`config.mk`:
```
export PLATFORM = sky130hd
export DESIGN_NAME = vga_pattern_gen
export DESIGN_NICKNAME = d
export VERILOG_FILES = /design/src/rtl/vga_pkg.sv /design/src/rtl/vga_timing_core.sv /design/src/rtl/vga_pattern_gen.sv
export SDC_FILE = /design/constraint.sdc
export NUM_CORES = 1
export LEC_CHECK = 0
export CAP_MARGIN = 15
export CORE_ASPECT_RATIO = 1.25
export CORE_MARGIN = 2
export CORE_UTILIZATION = 25
export DETAILED_ROUTE_END_ITERATION = 6
export SYNTH_ARGS = -nofsm -noshare
export SYNTH_HDL_FRONTEND = slang
export SYNTH_HIERARCHICAL = 1
export SYNTH_SLANG_ARGS = --single-unit
```
`constraint.sdc`:
```
create_clock -name clk -period 4.15 [get_ports clk]
set_input_delay 1.0375 -clock clk [delete_from_list [all_inputs] [get_ports clk]]
set_output_delay 1.0375 -clock clk [all_outputs]
set_load 0.005 [all_outputs]
```
`src/rtl/vga_pkg.sv`:
```
// Shared definitions for the VGA timing generator and pattern engine.
// Holds pattern mode encodings and the line/frame total helper.
package vga_pkg;

    localparam logic [2:0] MODE_SOLID  = 3'd0;
    localparam logic [2:0] MODE_VBAR   = 3'd1;
    localparam logic [2:0] MODE_HBAR   = 3'd2;
    localparam logic [2:0] MODE_CHECK  = 3'd3;
    localparam logic [2:0] MODE_GRAD   = 3'd4;
    localparam logic [2:0] MODE_SCROLL = 3'd5;

    function automatic int calc_total(
        input int disp,
        input int fp,
        input int sync,
        input int bp
    );
        return disp + fp + sync + bp;
    endfunction

endpackage

```
`src/rtl/vga_timing_core.sv`:
```
// VGA h/v counters with raw (active-high, unregistered) sync and display enable.
// Ports: clk, reset (async, active-high); h_cnt/v_cnt counters;
//        hsync_raw/vsync_raw/de_raw decoded from the counters; frame_end on the last pixel of a frame.
module vga_timing_core
    import vga_pkg::*;
#(
    parameter int H_DISP = 800,
    parameter int H_FP   = 56,
    parameter int H_SYNC = 120,
    parameter int H_BP   = 64,
    parameter int V_DISP = 600,
    parameter int V_FP   = 37,
    parameter int V_SYNC = 6,
    parameter int V_BP   = 23,
    parameter int CNT_W  = 11
) (
    input  logic             clk,
    input  logic             reset,
    output logic [CNT_W-1:0] h_cnt,
    output logic [CNT_W-1:0] v_cnt,
    output logic             hsync_raw,
    output logic             vsync_raw,
    output logic             de_raw,
    output logic             frame_end
);

    localparam int H_TOTAL = calc_total(H_DISP, H_FP, H_SYNC, H_BP);
    localparam int V_TOTAL = calc_total(V_DISP, V_FP, V_SYNC, V_BP);

    localparam logic [CNT_W-1:0] H_LAST = CNT_W'(H_TOTAL - 1);
    localparam logic [CNT_W-1:0] V_LAST = CNT_W'(V_TOTAL - 1);
    localparam logic [CNT_W-1:0] H_DE   = CNT_W'(H_DISP);
    localparam logic [CNT_W-1:0] V_DE   = CNT_W'(V_DISP);
    localparam logic [CNT_W-1:0] HS_BEG = CNT_W'(H_DISP + H_FP);
    localparam logic [CNT_W-1:0] HS_END = CNT_W'(H_DISP + H_FP + H_SYNC);
    localparam logic [CNT_W-1:0] VS_BEG = CNT_W'(V_DISP + V_FP);
    localparam logic [CNT_W-1:0] VS_END = CNT_W'(V_DISP + V_FP + V_SYNC);

    logic w_h_wrap;
    logic w_v_wrap;

    assign w_h_wrap = (h_cnt == H_LAST);
    assign w_v_wrap = (v_cnt == V_LAST);

    always_ff @(posedge clk or posedge reset) begin
        if (reset) begin
            h_cnt <= '0;
            v_cnt <= '0;
        end else if (w_h_wrap) begin
            h_cnt <= '0;
            if (w_v_wrap) v_cnt <= '0;
            else          v_cnt <= v_cnt + 1'b1;
        end else begin
            h_cnt <= h_cnt + 1'b1;
        end
    end

    assign hsync_raw = (h_cnt >= HS_BEG) && (h_cnt < HS_END);
    assign vsync_raw = (v_cnt >= VS_BEG) && (v_cnt < VS_END);
    assign de_raw    = (h_cnt < H_DE) && (v_cnt < V_DE);
    assign frame_end = w_h_wrap && w_v_wrap;

endmodule

```
`src/rtl/vga_pattern_gen.sv`:
```
// VGA timing generator with frame-synchronous test-pattern engine.
// Ports: clk, reset (async, active-high); mode/color_a/color_b sampled at frame end;
//        hsync/vsync/video_on/rgb/pixel_x/pixel_y/frame_start registered, 2-cycle latency.
module vga_pattern_gen
    import vga_pkg::*;
#(
    parameter int H_DISP      = 800,
    parameter int H_FP        = 56,
    parameter int H_SYNC      = 120,
    parameter int H_BP        = 64,
    parameter int V_DISP      = 600,
    parameter int V_FP        = 37,
    parameter int V_SYNC      = 6,
    parameter int V_BP        = 23,
    parameter bit HS_POL      = 1'b1,
    parameter bit VS_POL      = 1'b1,
    parameter int CNT_W       = 11,
    parameter int COLOR_W     = 8,
    parameter int BAR_W       = 100,
    parameter int SCROLL_STEP = 4
) (
    input  logic               clk,
    input  logic               reset,
    input  logic [2:0]         mode,
    input  logic [COLOR_W-1:0] color_a,
    input  logic [COLOR_W-1:0] color_b,
    output logic               hsync,
    output logic               vsync,
    output logic               video_on,
    output logic [COLOR_W-1:0] rgb,
    output logic [CNT_W-1:0]   pixel_x,
    output logic [CNT_W-1:0]   pixel_y,
    output logic               frame_start
);

    localparam int RUN_W = (BAR_W > 1) ? $clog2(BAR_W) : 1;
    localparam int SCR_W = $clog2(2 * BAR_W);
    localparam int H_TOT = calc_total(H_DISP, H_FP, H_SYNC, H_BP);

    localparam logic [RUN_W-1:0] RUN_LAST = RUN_W'(BAR_W - 1);
    localparam logic [SCR_W:0]   SCR_N    = (SCR_W+1)'(BAR_W);
    localparam logic [SCR_W:0]   SCR_2N   = (SCR_W+1)'(2 * BAR_W);
    localparam logic [SCR_W:0]   SCR_STEP = (SCR_W+1)'(SCROLL_STEP);
    localparam logic [CNT_W-1:0] H_LAST   = CNT_W'(H_TOT - 1);

    logic [CNT_W-1:0] w_h_cnt;
    logic [CNT_W-1:0] w_v_cnt;
    logic             w_hs_raw;
    logic             w_vs_raw;
    logic             w_de_raw;
    logic             w_frame_end;

    vga_timing_core #(
        .H_DISP (H_DISP),
        .H_FP   (H_FP),
        .H_SYNC (H_SYNC),
        .H_BP   (H_BP),
        .V_DISP (V_DISP),
        .V_FP   (V_FP),
        .V_SYNC (V_SYNC),
        .V_BP   (V_BP),
        .CNT_W  (CNT_W)
    ) u_core (
        .clk       (clk),
        .reset     (reset),
        .h_cnt     (w_h_cnt),
        .v_cnt     (w_v_cnt),
        .hsync_raw (w_hs_raw),
        .vsync_raw (w_vs_raw),
        .de_raw    (w_de_raw),
        .frame_end (w_frame_end)
    );

    logic               w_h_wrap;
    logic [2:0]         r_mode;
    logic [COLOR_W-1:0] r_color_a;
    logic [COLOR_W-1:0] r_color_b;
    logic [SCR_W:0]     r_scroll;
    logic [SCR_W:0]     w_scroll_sum;
    logic [SCR_W:0]     w_scroll_nxt;

    assign w_h_wrap     = (w_h_cnt == H_LAST);
    assign w_scroll_sum = r_scroll + SCR_STEP;
    assign w_scroll_nxt = (w_scroll_sum >= SCR_2N) ? w_scroll_sum - SCR_2N : w_scroll_sum;

    always_ff @(posedge clk or posedge reset) begin
        if (reset) begin
            r_mode    <= MODE_SOLID;
            r_color_a <= '0;
            r_color_b <= '0;
            r_scroll  <= '0;
        end else if (w_frame_end) begin
            r_mode    <= mode;
            r_color_a <= color_a;
            r_color_b <= color_b;
            r_scroll  <= w_scroll_nxt;
        end
    end

    // Line-start preload of the x run counter. On the frame boundary the
    // new line belongs to the next frame, so use the values about to latch.
    logic [2:0]       w_pre_mode;
    logic [SCR_W:0]   w_pre_scroll;
    logic [RUN_W-1:0] w_pre_run;
    logic             w_pre_ph;

    assign w_pre_mode   = w_frame_end ? mode : r_mode;
    assign w_pre_scroll = w_frame_end ? w_scroll_nxt : r_scroll;

    always_comb begin
        w_pre_run = '0;
        w_pre_ph  = 1'b0;
        if (w_pre_mode == MODE_SCROLL) begin
            if (w_pre_scroll >= SCR_N) begin
                w_pre_ph  = 1'b1;
                w_pre_run = RUN_W'(w_pre_scroll - SCR_N);
            end else begin
                w_pre_run = RUN_W'(w_pre_scroll);
            end
        end
    end

    // Run counters track bar phase of the pixel/line the counters point at.
    logic [RUN_W-1:0] r_xrun;
    logic             r_xph;
    logic [RUN_W-1:0] r_yrun;
    logic             r_yph;

    always_ff @(posedge clk or posedge reset) begin
        if (reset) begin
            r_xrun <= '0;
            r_xph  <= 1'b0;
        end else if (w_h_wrap) begin
            r_xrun <= w_pre_run;
            r_xph  <= w_pre_ph;
        end else if (r_xrun == RUN_LAST) begin
            r_xrun <= '0;
            r_xph  <= ~r_xph;
        end else begin
            r_xrun <= r_xrun + 1'b1;
        end
    end

    always_ff @(posedge clk or posedge reset) begin
        if (reset) begin
            r_yrun <= '0;
            r_yph  <= 1'b0;
        end else if (w_h_wrap) begin
            if (w_frame_end) begin
                r_yrun <= '0;
                r_yph  <= 1'b0;
            end else if (r_yrun == RUN_LAST) begin
                r_yrun <= '0;
                r_yph  <= ~r_yph;
            end else begin
                r_yrun <= r_yrun + 1'b1;
            end
        end
    end

    logic [COLOR_W-1:0] w_grad;
    logic [COLOR_W-1:0] w_color;

    assign w_grad = COLOR_W'(w_h_cnt >> 3);

    always_comb begin
        w_color = '0;
        case (r_mode)
            MODE_SOLID:  w_color = r_color_a;
            MODE_VBAR,
            MODE_SCROLL: w_color = r_xph ? r_color_b : r_color_a;
            MODE_HBAR:   w_color = r_yph ? r_color_b : r_color_a;
            MODE_CHECK:  w_color = (r_xph ^ r_yph) ? r_color_b : r_color_a;
            MODE_GRAD:   w_color = w_grad;
            default:     w_color = '0;
        endcase
    end

    // Stage 1: decode from counters. Stage 2: output registers.
    logic               r1_de;
    logic               r1_hs;
    logic               r1_vs;
    logic               r1_fs;
    logic [CNT_W-1:0]   r1_x;
    logic [CNT_W-1:0]   r1_y;
    logic [COLOR_W-1:0] r1_rgb;

    always_ff @(posedge clk or posedge reset) begin
        if (reset) begin
            r1_de  <= 1'b0;
            r1_hs  <= 1'b0;
            r1_vs  <= 1'b0;
            r1_fs  <= 1'b0;
            r1_x   <= '0;
            r1_y   <= '0;
            r1_rgb <= '0;
        end else begin
            r1_de  <= w_de_raw;
            r1_hs  <= w_hs_raw;
            r1_vs  <= w_vs_raw;
            r1_fs  <= (w_h_cnt == '0) && (w_v_cnt == '0);
            r1_x   <= w_de_raw ? w_h_cnt : '0;
            r1_y   <= w_de_raw ? w_v_cnt : '0;
            r1_rgb <= w_de_raw ? w_color : '0;
        end
    end

    always_ff @(posedge clk or posedge reset) begin
        if (reset) begin
            hsync       <= ~HS_POL;
            vsync       <= ~VS_POL;
            video_on    <= 1'b0;
            frame_start <= 1'b0;
            pixel_x     <= '0;
            pixel_y     <= '0;
            rgb         <= '0;
        end else begin
            hsync       <= HS_POL ? r1_hs : ~r1_hs;
            vsync       <= VS_POL ? r1_vs : ~r1_vs;
            video_on    <= r1_de;
            frame_start <= r1_fs;
            pixel_x     <= r1_x;
            pixel_y     <= r1_y;
            rgb         <= r1_rgb;
        end
    end

endmodule

```
After elaboration in Yosys (flattened, before gate mapping) --
Cells that the tools add are included.
Storage, ports and cells: flip-flop bits (word level) 134, bits of input ports 21
Operators by class: add/subtract/negate cells 7, $lt $le $gt $ge 8, eq/ne operators 10, muxes and demuxes 24, bitwise operators 3, reductions and logical operators 12
Operators with widths (count):
- 11-bit by 10-bit less-than comparator with 1-bit output, second input constant | 4
- 11-bit two-way mux | 4
- 7-bit two-way mux | 6
- 8-bit case mux with 5 select lines | 1
- 8-bit two-way mux | 4
- 11-bit by 1-bit adder with 11-bit output, second input constant | 2
- 11-bit by 10-bit >= comparator with 1-bit output, second input constant | 2
- 11-bit zero test | 2
- 9-bit two-way mux | 2
- 7-bit by 1-bit adder with 7-bit output, second input constant | 2
- 7-bit == test, second input constant | 2
- 11-bit by 10-bit == test with 1-bit output, second input constant | 1
- 11-bit == test, second input constant | 1
- 9-bit by 3-bit adder with 9-bit output, second input constant | 1
- 3-bit == test, second input constant | 3
- 9-bit by 7-bit >= comparator with 1-bit output, second input constant | 1
- 9-bit by 8-bit >= comparator with 1-bit output, second input constant | 1
- 9-bit by 8-bit subtractor with 9-bit output, second input constant | 1
- 7-bit subtractor, second input constant | 1
- 3-bit by 2-bit == test with 1-bit output, second input constant | 2
- 1-bit two-way mux | 6
- 1-bit logical AND | 5
- 2-bit nonzero test | 2
- 3-bit by 1-bit == test with 1-bit output, second input constant | 1
- other kinds (6) | 7

Depth between registers and ports, before layout --
depth after elaboration 8, mapped depth 14, depth with buffers taken out 13

By module --
Netlist, hierarchy kept.
Modules (own cells, without submodules):
- vga_pattern_gen | times used 1, cells an instance 396, area an instance 4629.4 µm²
- vga_timing_core | times used 1, cells an instance 132, area an instance 1248.7 µm²

Worst setup path after synthesis --
No wires, ideal clock.
kind reg-to-reg, from register u_core.h_cnt[4], to register r_xrun[3], data arrival time 3.794 ns, required time 4.024 ns, slack 0.230 ns, cell stages (with the launch flop) 14, buffers on the path 2, cells stage by stage dfrtp_1 buf_6 or4b_4 nor4_1 clkbuf_1 clkinv_1 or4_1 and3_4 ha_1 inv_1 nor3_1 o311a_4 or2_4 a311o_1
On the way: word-level cells in the longest chain between the ends 7, elaborated cells between the ends (all ways) 10
Ends and longest elaborated chain:
- start, declared | RTL line vga_timing_core.sv:19 | output logic [CNT_W-1:0] h_cnt,
- start signal, assigned | RTL line vga_timing_core.sv:54 | h_cnt <= h_cnt + 1'b1;
- 11-bit == test (*) | RTL line vga_timing_core.sv:42 | assign w_h_wrap = (h_cnt == H_LAST);
- 1-bit logical AND (*) | RTL line vga_timing_core.sv:61 | assign frame_end = w_h_wrap && w_v_wrap;
- net w_frame_end | RTL line vga_pattern_gen.sv:51 | logic w_frame_end;
- 9-bit two-way mux
- 9-bit by 7-bit >= comparator with 1-bit output or 7-bit subtractor (tied branches) | RTL line vga_pattern_gen.sv:114, vga_pattern_gen.sv:116
- 7-bit two-way mux | RTL line vga_pattern_gen.sv:114 | if (w_pre_scroll >= SCR_N) begin
- 7-bit two-way mux (*) | RTL line vga_pattern_gen.sv:113 | if (w_pre_mode == MODE_SCROLL) begin
- 7-bit two-way mux (*) | RTL line vga_pattern_gen.sv:133 | end else if (w_h_wrap) begin
- end signal, assigned | RTL line vga_pattern_gen.sv:134 | r_xrun <= w_pre_run;
- end signal, assigned | RTL line vga_pattern_gen.sv:140 | r_xrun <= r_xrun + 1'b1;
- end, declared | RTL line vga_pattern_gen.sv:124 | logic [RUN_W-1:0] r_xrun;
The timed path passes the listed nets; every way through them passes the cells marked *. A chain may end at the register's enable or synchronous reset.

Final worst setup path --
from register r_scroll[2], to register r_xrun[3]
On the way: word-level cells in the longest chain between the ends 8, elaborated cells between the ends (all ways) 10
Ends and longest elaborated chain:
- start, declared | RTL line vga_pattern_gen.sv:78 | logic [SCR_W:0] r_scroll;
- start signal, assigned | RTL line vga_pattern_gen.sv:96 | r_scroll <= w_scroll_nxt;
- 9-bit by 3-bit adder with 9-bit output | RTL line vga_pattern_gen.sv:83 | assign w_scroll_sum = r_scroll + SCR_STEP;
- 9-bit by 8-bit subtractor with 9-bit output or 9-bit by 8-bit >= comparator with 1-bit output (tied branches) | RTL line vga_pattern_gen.sv:84 | assign w_scroll_nxt = (w_scroll_sum >= SCR_2N) ? w_scroll_sum - SCR_2N : w_scroll_sum;
- 9-bit two-way mux | RTL line vga_pattern_gen.sv:84
- 9-bit two-way mux (*)
- 9-bit by 7-bit >= comparator with 1-bit output or 7-bit subtractor (tied branches) | RTL line vga_pattern_gen.sv:114, vga_pattern_gen.sv:116
- 7-bit two-way mux (*) | RTL line vga_pattern_gen.sv:114
- 7-bit two-way mux (*) | RTL line vga_pattern_gen.sv:113
- 7-bit two-way mux (*) | RTL line vga_pattern_gen.sv:133
Mark *: on every way between the ends. The rest lies on a longest branch, timed or not.

==> impl_metrics.json <==
{
  "core_um2": 23000,
  "synth-async-reset-ratio_pct": 100,
  "cap_violations": 0,
  "combPwrFrac_pct": 1.7,
  "synth.most_common_cell": "dfrtp_1",
  "grt_overflow": 0,
  "worstSetupPathType": "register to register",
  "cp_max_fo": 13,
  "syn_area_um2": 5880,
  "finClkSkew_ps": 14.0,
  "hold_viol_final": 0,
  "dpl.hpwl_um": 9770,
  "pwr-share-seq_pct": 46.1,
  "status": "finished, final reports clean",
  "worst_slack_ps": 268,
  "htreeDepth": 4,
  "p_switching_uw": 639,
  "max_freq_mhz": 258,
  "tightest_slew_ps": 889,
  "power.total_mw": 2.79,
  "final_nets": 630,
  "cp.required_ps": 4450,
  "arrival_ps": 4180,
  "ant_nets": 0,
  "worstHoldStart": "r1_fs$_DFF_PP0_",
  "drc": 0,
  "pin_count": 55,
  "startpoint_type": "register",
  "clock_power_share_pct": 52.2,
  "multiInputGateArea_um2": 2390,
  "avgRoutedWirePerCell_um": 15.3,
  "synth_warnings": 6,
  "routed_wl_um": 13700,
  "period_share_pct": 93.5,
  "insertion_delay_ps": 420,
  "synth_edf_count": 0,
  "cts_setup_buffers": 0,
  "gp_congestion": 0.861,
  "rsz0062_at_grt": "no",
  "place_ws_ps": 351,
  "vdd_drop_max_mv": 0.278,
  "r2r_setup_slack_ps": 270,
  "antenna_cells": 0,
  "clock-sinks": 132,
  "tns_ps": 0,
  "avgSynthCellArea_um2": 11.1,
  "holdPathStages": 0,
  "cts_hold_buf": 0,
  "dp_cells": 867,
  "cts_buffers": 17,
  "internal_power_mw": 2.15,
  "fp.dieH_um": 175,
  "whs_endpoint": "frame_start$_DFF_PP0_",
  "slew_headroom_pct": 40.7,
  "synth.distinct_cells": 77,
  "num_rows": 62,
  "grt_max_degree": 75,
  "root_buffer": "clkbuf_16",
  "grt_pass1_wl_um": 22700,
  "fin_crit_ps": 3880,
  "drt-initial-drc-count": 304,
  "vias": 4331,
  "synth_area_leader_cell": "dfrtp_1",
  "instances_no_fill": 899,
  "seq_area_um2": 3300,
  "port_buffers": 54,
  "drive_above_1_share_pct": 14.6,
  "synth.net_count": 560,
  "swShare_pct": 22.9,
  "synth-seq-cells": 132,
  "die-width_um": 141,
  "cts-resized-gates": 0,
  "netlist.area_leader.share_pct": 56.2,
  "fin_area_um2": 7390,
  "crit_path_end_kind": "register",
  "p_per_area_nw_per_um2": 378,
  "synth_common_cells": "132 x dfrtp_1, 37 x nand2_1, 37 x nor2_1, 31 x nand3_1, 26 x and2_1",
  "nFillCells": 2273,
  "drv_slew": 0,
  "firstDrtPassIters": 5,
  "worstSetupStartpoint": "r_scroll[2]$_DFF_PP0_",
  "cts_max_path_buffers": 2,
  "via_per_inst": 4.82,
  "cts_tree": "done",
  "leakagePower_nw": 3.26,
  "hold_class": "register to register",
  "synth.area.top_cells": "dfrtp_1 56%, mux2_2 3.6%, and2_1 2.8%",
  "die_area_um2": 24800,
  "ys.flop_type": "dfrtp_1",
  "antenna_found_initial": 0,
  "clk_pin_slew_worst_paths_ps": 60,
  "area_delta_synth_final_pct": 25.7,
  "worstRegToRegCells": 13,
  "start_util_pct": 25.5,
  "dpl_cell_area_um2": 6820,
  "ys_seq_area_share_pct": 56.2,
  "grt_pass1_vias": 4367,
  "grt_usage_pct": 11.6,
  "reg2reg_from": "r_scroll[2]$_DFF_PP0_",
  "final-setup-viol-count": 0,
  "syn-instance-count": 528,
  "timing.rr.end": "r_xrun[3]$_DFF_PP0_"
}
==> power groups by stage <==
stage | Combinational, mW | Clock, mW | Sequential [mW]
detailed placement | 0.0509 | 0 | 1.31
global placement | 0.0516 | 0 | 1.31
CTS | 0.0510 | 1.48 | 1.29
floorplan | 0.0189 | 0 | 1.31
global route | 0.0548 | 1.55 | 1.29
finish | 0.0480 | 1.46 | 1.29
==> cell usage in the layout (no fill, tap or decap), types with 4 or more instances in the layout <==
| master | instances |
|---|---|
| a211oi_1 | 4 |
| a21oi_1 | 19 |
| a222oi_1 | 8 |
| and2_1 | 26 |
| and3_1 | 6 |
| buf_4 | 15 |
| clkbuf_16 | 17 |
| clkdlybuf4s50_1 | 54 |
| dfrtp_1 | 132 |
| ha_1 | 11 |
| inv_1 | 20 |
| inv_6 | 5 |
| mux2_2 | 19 |
| nand2_1 | 37 |
| nand2b_1 | 4 |
| nand3_1 | 31 |
| nand4_1 | 10 |
| nor2_1 | 37 |
| nor3_1 | 18 |
| nor4_1 | 9 |
| o21ai_0 | 14 |
| or3_1 | 7 |
| xnor2_1 | 9 |
| xor2_1 | 14 |
==> worst max-delay path: stages, from the launching register on <==
cell     delay (ps)
dfrtp_1         540
ha_1            320
xnor2_1         240
ha_1            300
nand2_1         130
o32a_1          360
or4_1           420
and3_4          220
ha_1            190
inv_1            50
nor3_1           50
o311a_4         350
or2_4           250
a311o_1         350
==> registers in the layout (all words and copies together), names as in the netlist, 3 cells and up <==
name / cells
pixel_x: 11
pixel_y: 11
r1_rgb: 8
r1_x: 11
r1_y: 11
r_color_a: 8
r_color_b: 8
r_mode: 3
r_scroll: 7
r_xrun: 7
r_yrun: 7
rgb: 8
u_core/h_cnt: 11
u_core/v_cnt: 11
==> final cells by class <==
class                   count  area share, %
clock buffers              18           5.81
clock inverters            14           1.93
inverters                  23           1.20
well taps                 288           4.88
flip-flops and latches    132           44.7
multi-input cells         354           32.4
repair buffers             70           9.11
==> metal layers <==
| metal | vias to the layer above | global-route usage [%] | share of wire [%] | wire length, um |
|---|---|---|---|---|
| met5 | - | 0 | 0 | 0 |
| met3 | 22 | 2.02 | 3.6 | 501 |
| li1 | 2047 | - | - | - |
| met4 | 0 | 5.29 | 2.2 | 303 |
| met1 | 2147 | 13.9 | 41 | 5650 |
| met2 | 115 | 20.3 | 53 | 7280 |
==> through the flow <==
step,util (%),hold WS [ps]
after floorplan,-,331
after global placement,29.6,334
after detailed placement,29.6,336
after CTS,32.1,345
after global routing,32.1,348
final,32.1,346
==> kinds of logic (layout without fill, tap and decap cells) <==
family | after synthesis | in the layout | synth area share, %
simple gates | 211 | 211 | 19.4
flops | 132 | 132 | 56.2
compound gates | 89 | 89 | 11.5
buf+inv | 42 | 125 | 3.30
xor+xnor | 23 | 23 | 3.43
mux | 20 | 20 | 3.81
fa+ha+maj | 11 | 11 | 2.34
==> worst max path at each step <==
stage	to	cells past startpoint	slack [ps]
CTS	r_xrun[3]$_DFF_PP0_	13	320
detailed placement	r_xrun[3]$_DFF_PP0_	13	350
global route	r_xrun[3]$_DFF_PP0_	13	120
global placement	r_xrun[3]$_DFF_PP0_	13	410
finish	r_xrun[3]$_DFF_PP0_	13	270
floorplan	frame_start$_DFF_PP0_	1	210
Power figures use the tool's default switching activity.
